===== src/rtl/mem_ctrl_pkg.sv =====
// Shared types and constants for the SDRAM request arbiter.
// State encoding is one-hot so each state decodes from a single bit.
package mem_ctrl_pkg;

  localparam int MEM_ADDR_W = 25;
  localparam int MEM_DATA_W = 16;
  localparam logic [1:0] BYTEENABLE = 2'b11;

  typedef enum logic [4:0] {
    ST_IDLE    = 5'b00001,
    ST_ISSUE   = 5'b00010,
    ST_WAIT_RD = 5'b00100,
    ST_DONE    = 5'b01000,
    ST_RELEASE = 5'b10000
  } state_e;

endpackage


===== src/rtl/rr_arbiter2.sv =====
// Two-way round-robin pick. Purely combinational; the caller owns the
// last-grant history register.
module rr_arbiter2 (
  input  logic [1:0] req,
  input  logic       last_grant,
  input  logic       enable,
  output logic       grant_valid,
  output logic       grant_id
);

  // Winner selection: a contested pick goes to whoever did not win last
  always_comb begin
    grant_valid = 1'b0;
    grant_id    = 1'b0;
    if (enable) begin
      case (req)
        2'b01: begin
          grant_valid = 1'b1;
          grant_id    = 1'b0;
        end
        2'b10: begin
          grant_valid = 1'b1;
          grant_id    = 1'b1;
        end
        2'b11: begin
          grant_valid = 1'b1;
          grant_id    = ~last_grant;
        end
        default: begin
          grant_valid = 1'b0;
          grant_id    = 1'b0;
        end
      endcase
    end else begin
      grant_valid = 1'b0;
      grant_id    = 1'b0;
    end
  end

endmodule


===== src/rtl/mem_req_arbiter.sv =====
// Shares one Avalon-MM SDRAM master between two requesters, one single-word
// transfer at a time, with a saturating per-transaction timeout.
module mem_req_arbiter
  import mem_ctrl_pkg::*;
#(
  parameter int ADDR_W  = MEM_ADDR_W,
  parameter int DATA_W  = MEM_DATA_W,
  parameter int TIMEOUT = 1023
) (
  input  logic              clk,
  input  logic              reset_n,
  input  logic [1:0]        req,
  input  logic [1:0]        we,
  input  logic [ADDR_W-1:0] addr0,
  input  logic [ADDR_W-1:0] addr1,
  input  logic [DATA_W-1:0] wdata0,
  input  logic [DATA_W-1:0] wdata1,
  output logic [1:0]        done,
  output logic              err,
  output logic [DATA_W-1:0] rdata,
  output logic [ADDR_W-1:0] avm_address,
  output logic              avm_read,
  output logic              avm_write,
  output logic [DATA_W-1:0] avm_writedata,
  output logic [1:0]        avm_byteenable,
  input  logic              avm_waitrequest,
  input  logic [DATA_W-1:0] avm_readdata,
  input  logic              avm_readdatavalid,
  output logic              busy,
  output logic              gnt_id
);

  localparam int CNT_W = $clog2(TIMEOUT + 1);
  localparam logic [CNT_W-1:0] CNT_MAX  = CNT_W'(TIMEOUT);
  localparam logic [CNT_W-1:0] CNT_ONE  = CNT_W'(1'b1);
  localparam logic [CNT_W-1:0] CNT_ZERO = {CNT_W{1'b0}};

  state_e            state_r, state_s;
  logic [CNT_W-1:0]  cnt_r, cnt_s, cnt_inc_s;
  logic              timeout_s;
  logic              to_r, to_s;
  logic              last_grant_r, last_grant_s;
  logic              gnt_id_r, gnt_id_s;
  logic              grant_valid_s, grant_id_s;
  logic [ADDR_W-1:0] addr_r, addr_s;
  logic [DATA_W-1:0] wdata_r, wdata_s;
  logic [DATA_W-1:0] rdata_r, rdata_s;
  logic              rd_r, rd_s, wr_r, wr_s;
  logic [1:0]        done_r, done_s;
  logic              err_r, err_s, busy_r, busy_s;

  rr_arbiter2 u_rr (
    .req         (req),
    .last_grant  (last_grant_r),
    .enable      (state_r == ST_IDLE),
    .grant_valid (grant_valid_s),
    .grant_id    (grant_id_s)
  );

  // Next-state and next-output logic for the transaction sequencer
  always_comb begin
    state_s      = state_r;
    cnt_s        = cnt_r;
    to_s         = to_r;
    last_grant_s = last_grant_r;
    gnt_id_s     = gnt_id_r;
    addr_s       = addr_r;
    wdata_s      = wdata_r;
    rdata_s      = rdata_r;
    rd_s         = rd_r;
    wr_s         = wr_r;
    // Saturating count; the limit stays true once reached
    cnt_inc_s    = (cnt_r == CNT_MAX) ? cnt_r : cnt_r + CNT_ONE;
    timeout_s    = (cnt_inc_s == CNT_MAX);
    case (state_r)
      ST_IDLE: begin
        if (grant_valid_s) begin
          state_s  = ST_ISSUE;
          gnt_id_s = grant_id_s;
          cnt_s    = CNT_ZERO;
          to_s     = 1'b0;
          addr_s   = grant_id_s ? addr1 : addr0;
          wdata_s  = grant_id_s ? wdata1 : wdata0;
          rd_s     = ~we[grant_id_s];
          wr_s     = we[grant_id_s];
        end else begin
          state_s  = ST_IDLE;
        end
      end
      ST_ISSUE: begin
        cnt_s = cnt_inc_s;
        if (!avm_waitrequest) begin
          rd_s = 1'b0;
          wr_s = 1'b0;
          if (wr_r) begin
            state_s = ST_DONE;
          end else if (avm_readdatavalid) begin
            rdata_s = avm_readdata;
            state_s = ST_DONE;
          end else begin
            state_s = ST_WAIT_RD;
          end
        end else if (timeout_s) begin
          rd_s    = 1'b0;
          wr_s    = 1'b0;
          to_s    = 1'b1;
          state_s = ST_DONE;
        end else begin
          state_s = ST_ISSUE;
        end
      end
      ST_WAIT_RD: begin
        cnt_s = cnt_inc_s;
        if (avm_readdatavalid) begin
          rdata_s = avm_readdata;
          state_s = ST_DONE;
        end else if (timeout_s) begin
          to_s    = 1'b1;
          state_s = ST_DONE;
        end else begin
          state_s = ST_WAIT_RD;
        end
      end
      ST_DONE: begin
        state_s = ST_RELEASE;
      end
      ST_RELEASE: begin
        // Hold off until the owner lowers req so a held level is not replayed
        if (!req[gnt_id_r]) begin
          state_s      = ST_IDLE;
          last_grant_s = gnt_id_r;
        end else begin
          state_s      = ST_RELEASE;
        end
      end
      default: begin
        state_s = ST_IDLE;
        rd_s    = 1'b0;
        wr_s    = 1'b0;
      end
    endcase
    done_s = (state_r == ST_DONE) ? (gnt_id_r ? 2'b10 : 2'b01) : 2'b00;
    err_s  = (state_r == ST_DONE) & to_r;
    busy_s = (state_s != ST_IDLE);
  end

  // State, bus and requester-facing registers
  always_ff @(posedge clk or negedge reset_n) begin
    if (!reset_n) begin
      state_r      <= ST_IDLE;
      cnt_r        <= CNT_ZERO;
      to_r         <= 1'b0;
      last_grant_r <= 1'b1;
      gnt_id_r     <= 1'b0;
      addr_r       <= {ADDR_W{1'b0}};
      wdata_r      <= {DATA_W{1'b0}};
      rdata_r      <= {DATA_W{1'b0}};
      rd_r         <= 1'b0;
      wr_r         <= 1'b0;
      done_r       <= 2'b00;
      err_r        <= 1'b0;
      busy_r       <= 1'b0;
    end else begin
      state_r      <= state_s;
      cnt_r        <= cnt_s;
      to_r         <= to_s;
      last_grant_r <= last_grant_s;
      gnt_id_r     <= gnt_id_s;
      addr_r       <= addr_s;
      wdata_r      <= wdata_s;
      rdata_r      <= rdata_s;
      rd_r         <= rd_s;
      wr_r         <= wr_s;
      done_r       <= done_s;
      err_r        <= err_s;
      busy_r       <= busy_s;
    end
  end

  assign done           = done_r;
  assign err            = err_r;
  assign rdata          = rdata_r;
  assign avm_address    = addr_r;
  assign avm_read       = rd_r;
  assign avm_write      = wr_r;
  assign avm_writedata  = wdata_r;
  assign avm_byteenable = BYTEENABLE;
  assign busy           = busy_r;
  assign gnt_id         = gnt_id_r;

endmodule


===== config.mk =====
export PLATFORM = sky130hd
export DESIGN_NAME = mem_req_arbiter
export DESIGN_NICKNAME = d
export VERILOG_FILES = /design/src/rtl/mem_ctrl_pkg.sv /design/src/rtl/rr_arbiter2.sv /design/src/rtl/mem_req_arbiter.sv
export SDC_FILE = /design/constraint.sdc
export NUM_CORES = 1
export LEC_CHECK = 0
export BUFFER_PORTS_ARGS = -buffer_cell sky130_fd_sc_hd__buf_2
export CORE_UTILIZATION = 36
export CTS_CLUSTER_DIAMETER = 120
export DETAILED_ROUTE_END_ITERATION = 7
export PLACE_DENSITY = 0.72
export REMOVE_ABC_BUFFERS = 1
export SETUP_SLACK_MARGIN = 0.3
export SKIP_CTS_REPAIR_TIMING = 1
export SYNTH_ARGS = -nofsm -noshare
export SYNTH_HDL_FRONTEND = slang
export SYNTH_HIERARCHICAL = 1
export SYNTH_SLANG_ARGS = --single-unit

===== constraint.sdc =====
create_clock -name clk -period 2.7 [get_ports clk]
set_input_delay 0.27 -clock clk [delete_from_list [all_inputs] [get_ports clk]]
set_output_delay 0.27 -clock clk [all_outputs]
set_load 0.05 [all_outputs]

* Word-level counts from Yosys, hierarchy flattened
Cells that the tools add are included.
** Word-level totals
- Bits in read-only memories :: 0
- Output and inout port bits :: 66
- RAM bits :: 0
- Memories :: 0
- Latch bits :: 0
- Word-level logic and storage cells :: 89
- Flip-flop bits (word level) :: 81
** Operators by class
- Equality and inequality tests :: 17
- Reductions and logical operators :: 12
- $lt $le $gt $ge :: 2
- Add/subtract/negate cells :: 1
- Shift operators :: 0
- Multiply operators :: 0
- Div/mod/pow operators :: 0
- Multiplexer cells :: 39
- Bitwise logic cells :: 5
** Operators by type and width (number)
- 16-bit 2-to-1 mux :: 4
- 16-bit case mux with 2 select lines :: 1
- 25-bit 2-to-1 mux :: 1
- 5-bit case mux with 5 select lines :: 1
- 10-bit == test (second input constant) :: 2
- 10-bit 2-to-1 mux :: 2
- 4-bit 2-to-1 mux :: 5
- 10-bit case mux with 2 select lines :: 1
- 1-bit 2-to-1 mux :: 15
- 10-bit by 1-bit adder with 10-bit output (second input constant) :: 1
- 5-bit 2-to-1 mux :: 2
- 2-bit != test (second input constant) :: 5
- 1-bit case mux with 3 select lines :: 3
- 2-bit 2-to-1 mux :: 3
- 2-bit AND reduction :: 3
- 3-bit AND reduction :: 2
- 3-bit OR reduction :: 2
- 5-bit by 1-bit == test with 1-bit output (second input constant) :: 1
- 5-bit by 2-bit == test with 1-bit output (second input constant) :: 1
- 5-bit by 3-bit == test with 1-bit output (second input constant) :: 1
- 5-bit by 4-bit == test with 1-bit output (second input constant) :: 1
- 5-bit == test (second input constant) :: 1
- 5-bit by 1-bit != test with 1-bit output (second input constant) :: 1
- 2-bit == test (second input constant) :: 2
- 10 further kinds :: 15

* Logic depth before layout (Yosys ltp)
- Depth after elaboration :: 8
- Gate-level depth with buffers :: 9
- Depth with buffers taken out :: 7

* Modules after synthesis
Netlist, hierarchy kept.
** Modules (own cells, without submodules)
- mem_req_arbiter :: area each 3896.2 um^2, cells each 365, seq. area each 2029.4 um^2, instances 1
- rr_arbiter2 :: area each 20.0 um^2, cells each 3, seq. area each 0.0 um^2, instances 1

* Least setup slack after synthesis
OpenSTA, ideal clock, no wires.
- Path type :: reg2reg
- Start point :: register state_r[1]
- End point :: register addr_r[0] (netlist: avm_address[0])
- Period minus slack after synthesis :: 2.188 ns
- Stages on the path, launching flop included :: 10
- Arrival time :: 2.055 ns
- Library setup time :: 0.133 ns
- Setup slack :: 0.512 ns
- Cell sequence :: dfrtp_1 nor2_1 and3_1 buf_2 nand2_1 a21oi_2 clkbuf_1 clkbuf_1 mux2i_1 o21ai_0
** On the way
- Cells in the longest elaborated chain, start to end :: 3
- Elaborated cells on any way between the ends :: 5
- Classes of those cells :: eq/ne: 1; mux: 3; reduce/logical: 1
** Ends and longest elaborated chain
- from (decl) :: line mem_req_arbiter.sv:38 : state_e state_r, state_s;
- from (signal assigned) :: line mem_req_arbiter.sv:164 : state_r <= state_s;
- 5-bit by 1-bit == test with 1-bit output :: line mem_req_arbiter.sv:55 : .enable (state_r == ST_IDLE),
- 1-bit 2-to-1 mux :: line rr_arbiter2.sv:15 : if (enable) begin
- net grant_id_s :: line mem_req_arbiter.sv:44 : logic grant_valid_s, grant_id_s;
- 25-bit 2-to-1 mux :: line mem_req_arbiter.sv:82 : addr_s = grant_id_s ? addr1 : addr0;
- to (signal assigned) :: line mem_req_arbiter.sv:155 : addr_r <= {ADDR_W{1'b0}};
- to (signal assigned) :: line mem_req_arbiter.sv:169 : addr_r <= addr_s;
- to (decl) :: line mem_req_arbiter.sv:45 : logic [ADDR_W-1:0] addr_r, addr_s;
The timed path passes the listed nets, and every way through them passes these cells.
A chain may end at the register's enable or synchronous reset.

* Worst setup path in the final report
- Start point :: register cnt_r[0]
- End point :: register rd_r (netlist: avm_read)
** On the way
- Cells in the longest elaborated chain, start to end :: 5
- Elaborated cells on any way between the ends :: 6
- Classes of those cells :: add/sub: 1; eq/ne: 3; mux: 1; reduce/logical: 1
** Ends and longest elaborated chain
- from (decl) :: line mem_req_arbiter.sv:39 : logic [CNT_W-1:0] cnt_r, cnt_s, cnt_inc_s;
- from (signal assigned) :: line mem_req_arbiter.sv:165 : cnt_r <= cnt_s;
- 10-bit by 1-bit adder with 10-bit output or 10-bit == test (tied branches) :: line mem_req_arbiter.sv:73 : cnt_inc_s = (cnt_r == CNT_MAX) ? cnt_r : cnt_r + CNT_ONE;
- 10-bit 2-to-1 mux * :: line mem_req_arbiter.sv:73
- 10-bit == test * :: line mem_req_arbiter.sv:74 : timeout_s = (cnt_inc_s == CNT_MAX);
- 3-bit != test (no line) *
- 3-bit AND reduction (no line) *
- to (signal assigned) :: line mem_req_arbiter.sv:172 : rd_r <= rd_s;
- to (decl) :: line mem_req_arbiter.sv:48 : logic rd_r, rd_s, wr_r, wr_s;
Mark *: on every way between the ends. The rest lies on a longest branch, timed or not.

==> impl_metrics.ini <==
[floorplan]
rows = 37
dieArea_um2 = 11300
start_util = 0.376
die_h_um = 106
pin_count = 172
fp.coreArea_um2 = 10400
die_w_um = 106

[layout]
fin_nets = 633
instances_no_fill = 667
drive_gt1_frac = 0.395
antenna_cells = 0
area_growth_pct = 28.8
final_core_util = 0.484

[global_route]
track_usage = 0.165
antenna_found_initial = 0
grt_max_degree = 85
grt_overflow = 0
grt_pass1_wl_um = 14700
grt_pass1_vias = 3192

[placement]
place_hpwl_um = 6340
numPortBuffers = 169
finalWeightedCongestion = 0.813
dp.cells = 651

[critical_path]
cp.required_ns = 2.94
r2r_end = avm_read
arrival_ns = 2.44
worst_setup_path_start_kind = flip-flop
path_max_fanout = 10
crit_type = reg2reg
endpoint_kind = flip-flop
r2r_cells = 6
r2r_start = cnt_r[0]
rrSetupSlack_ns = 0.50

[timing]
max_freq_mhz = 455
final_hold_viol_count = 0
rsz0062_at_grt = no
finalSetupViolations = 0
fin_crit_sh = 0.815
min_period_ns = 2.20
slew_violations = 0
relSlewSlack = 0.342
setup_tns_ns = 0
timing.hold.ws_ns = 0.0813
tightest_slew_ns = 0.987
finalClockSkew_ns = 0.0108

[synth]
postSynth.asyncResetShare = 1.00
yosysSeqAreaShare = 0.518
synth-edff-count = 0
synth_area_per_cell_um2 = 10.6
synth_cell_types = 52
ys_top_cells_by_area = dfrtp_1 50%, mux2i_1 12%, o21ai_0 6.0%
ys.flop_type = dfrtp_1
synth_warnings = 6
syn-cell-area_um2 = 3920
ys_seq_elements = 81
yosysTopAreaCell = dfrtp_1
post-synth-top-area-fraction = 0.505
netlist_instances = 368

[clock_tree]
root_buffer = clkbuf_8
clk_latency_ns = 0.35
cts_buffers = 9
clock_sinks = 81
cts_max_level = 3
cts.path.max_buffers = 2
cts_tree = yes
clk_pin_slew_ns = 0.08

[power]
power_density_nw_per_um2 = 1240
p_total_mw = 6.26
p_leak_nw = 2.51
ir_drop_uv = 605

[route]
dr_total_vias = 3267
drt-initial-drc-count = 81
drt_pass1_iterations = 4
routed_wire_length_per_instance_um = 13.1
vias_per_cell = 4.90
wl_um = 8750
drc = 0
ant_nets = 0

[run]
cap_violations = 0

[min_path]
hold_path_class = in2async

[outcome]
status = finished, final reports clean
==> power breakdown <==
part	internal, mW	total [mW]	switching [mW]
clock	0.545	0.978	0.433
combinational	0.847	3.29	2.44
sequential	1.71	1.99	0.279
==> critical path, cell delays in order, from the launching register on <==
cell and delay (ns):
dfrtp_1 0.46, ha_1 0.37, nand2_1 0.16, nor3_2 0.36
a32o_1 0.26, nand3_2 0.16, a221o_1 0.32
==> cell usage in the layout, fill, tap and decap left out, types with 5 or more instances in the layout <==
cell type / instances
mux2_1: 10
a31oi_1: 5
clkbuf_8: 10
nor2_1: 14
dfrtp_1: 79
inv_1: 7
nand3_1: 7
nand4_1: 5
mux2_2: 7
buf_2: 168
mux2i_1: 45
nand2_1: 54
a21oi_1: 7
o21ai_0: 47
==> cells by family after synthesis <==
| group | Yosys count | share of synthesized area |
|---|---|---|
| other cells | 1 | 0.000958 |
| xor+xnor | 1 | 0.00224 |
| mux | 62 | 0.164 |
| buf+inv | 34 | 0.0489 |
| compound gates | 80 | 0.128 |
| flops | 81 | 0.518 |
| fa+ha+maj | 1 | 0.00319 |
| simple gates | 108 | 0.134 |
==> worst max path at each step <==
| stage | from | to | slack [ns] |
|---|---|---|---|
| global route | state_r[1] | avm_address[21] | 0.37 |
| CTS | cnt_r[0] | avm_read | 0.53 |
| global placement | cnt_r[0] | avm_read | 0.64 |
| detailed placement | cnt_r[0] | avm_read | 0.57 |
| floorplan | state_r[1] | avm_read | -0.77 |
| finish | cnt_r[0] | avm_read | 0.50 |
==> cells in the mapped netlist (2+ instances only) <==
master	count
mux2_2	7
a21oi_1	7
nand4_1	5
o31ai_1	2
o21ai_0	47
nor3_2	2
mux2_1	10
a31oi_1	5
nor3_1	4
a21o_1	3
buf_4	5
buf_6	4
and3_1	4
dfrtp_1	79
a221o_1	2
buf_2	4
and4_1	3
nand3_1	7
mux2i_1	45
clkbuf_1	12
nor2_1	14
nand2_1	55
and3_2	2
nand3_2	2
inv_1	7
a21oi_2	2
and2_1	3
dfstp_2	2
==> metal layers <==
metal,vias up,part of all wire,GRT usage
li1,1620,-,-
met1,1496,0.42,0.194
met2,134,0.49,0.281
met3,17,0.062,0.0454
met4,0,0.020,0.0744
met5,-,0,0
==> stage by stage <==
| stage | instance area [um2] | setup slack [ns] |
|---|---|---|
| 2_1_floorplan | 3750 | -0.768 |
| 3_3_place_gp | 4830 | 0.638 |
| 3_5_place_dp | 4830 | 0.570 |
| 4_1_cts | 5050 | 0.532 |
| 5_1_grt | 5050 | 0.372 |
| 6_report | 5050 | 0.500 |
==> state kept, by name (all words and copies together), names as in the netlist <==
| signal | count |
|---|---|
| avm_address | 25 |
| avm_writedata | 16 |
| rdata | 16 |
| cnt_r | 10 |
| state_r | 5 |
| done | 2 |
| avm_read | 1 |
| avm_write | 1 |
| busy | 1 |
| err | 1 |
| gnt_id | 1 |
| last_grant_r | 1 |
| to_r | 1 |
==> layout make-up <==
type | count | area (um2)
inverters | 7 | 26.3
multi-input cells | 254 | 1710
fillers | 992 | 5370
clock inverters | 5 | 78.8
clock buffers | 11 | 141
repair buffers | 173 | 891
flip-flops and latches | 81 | 2030
well taps | 136 | 170
Power figures use the tool's default switching activity.
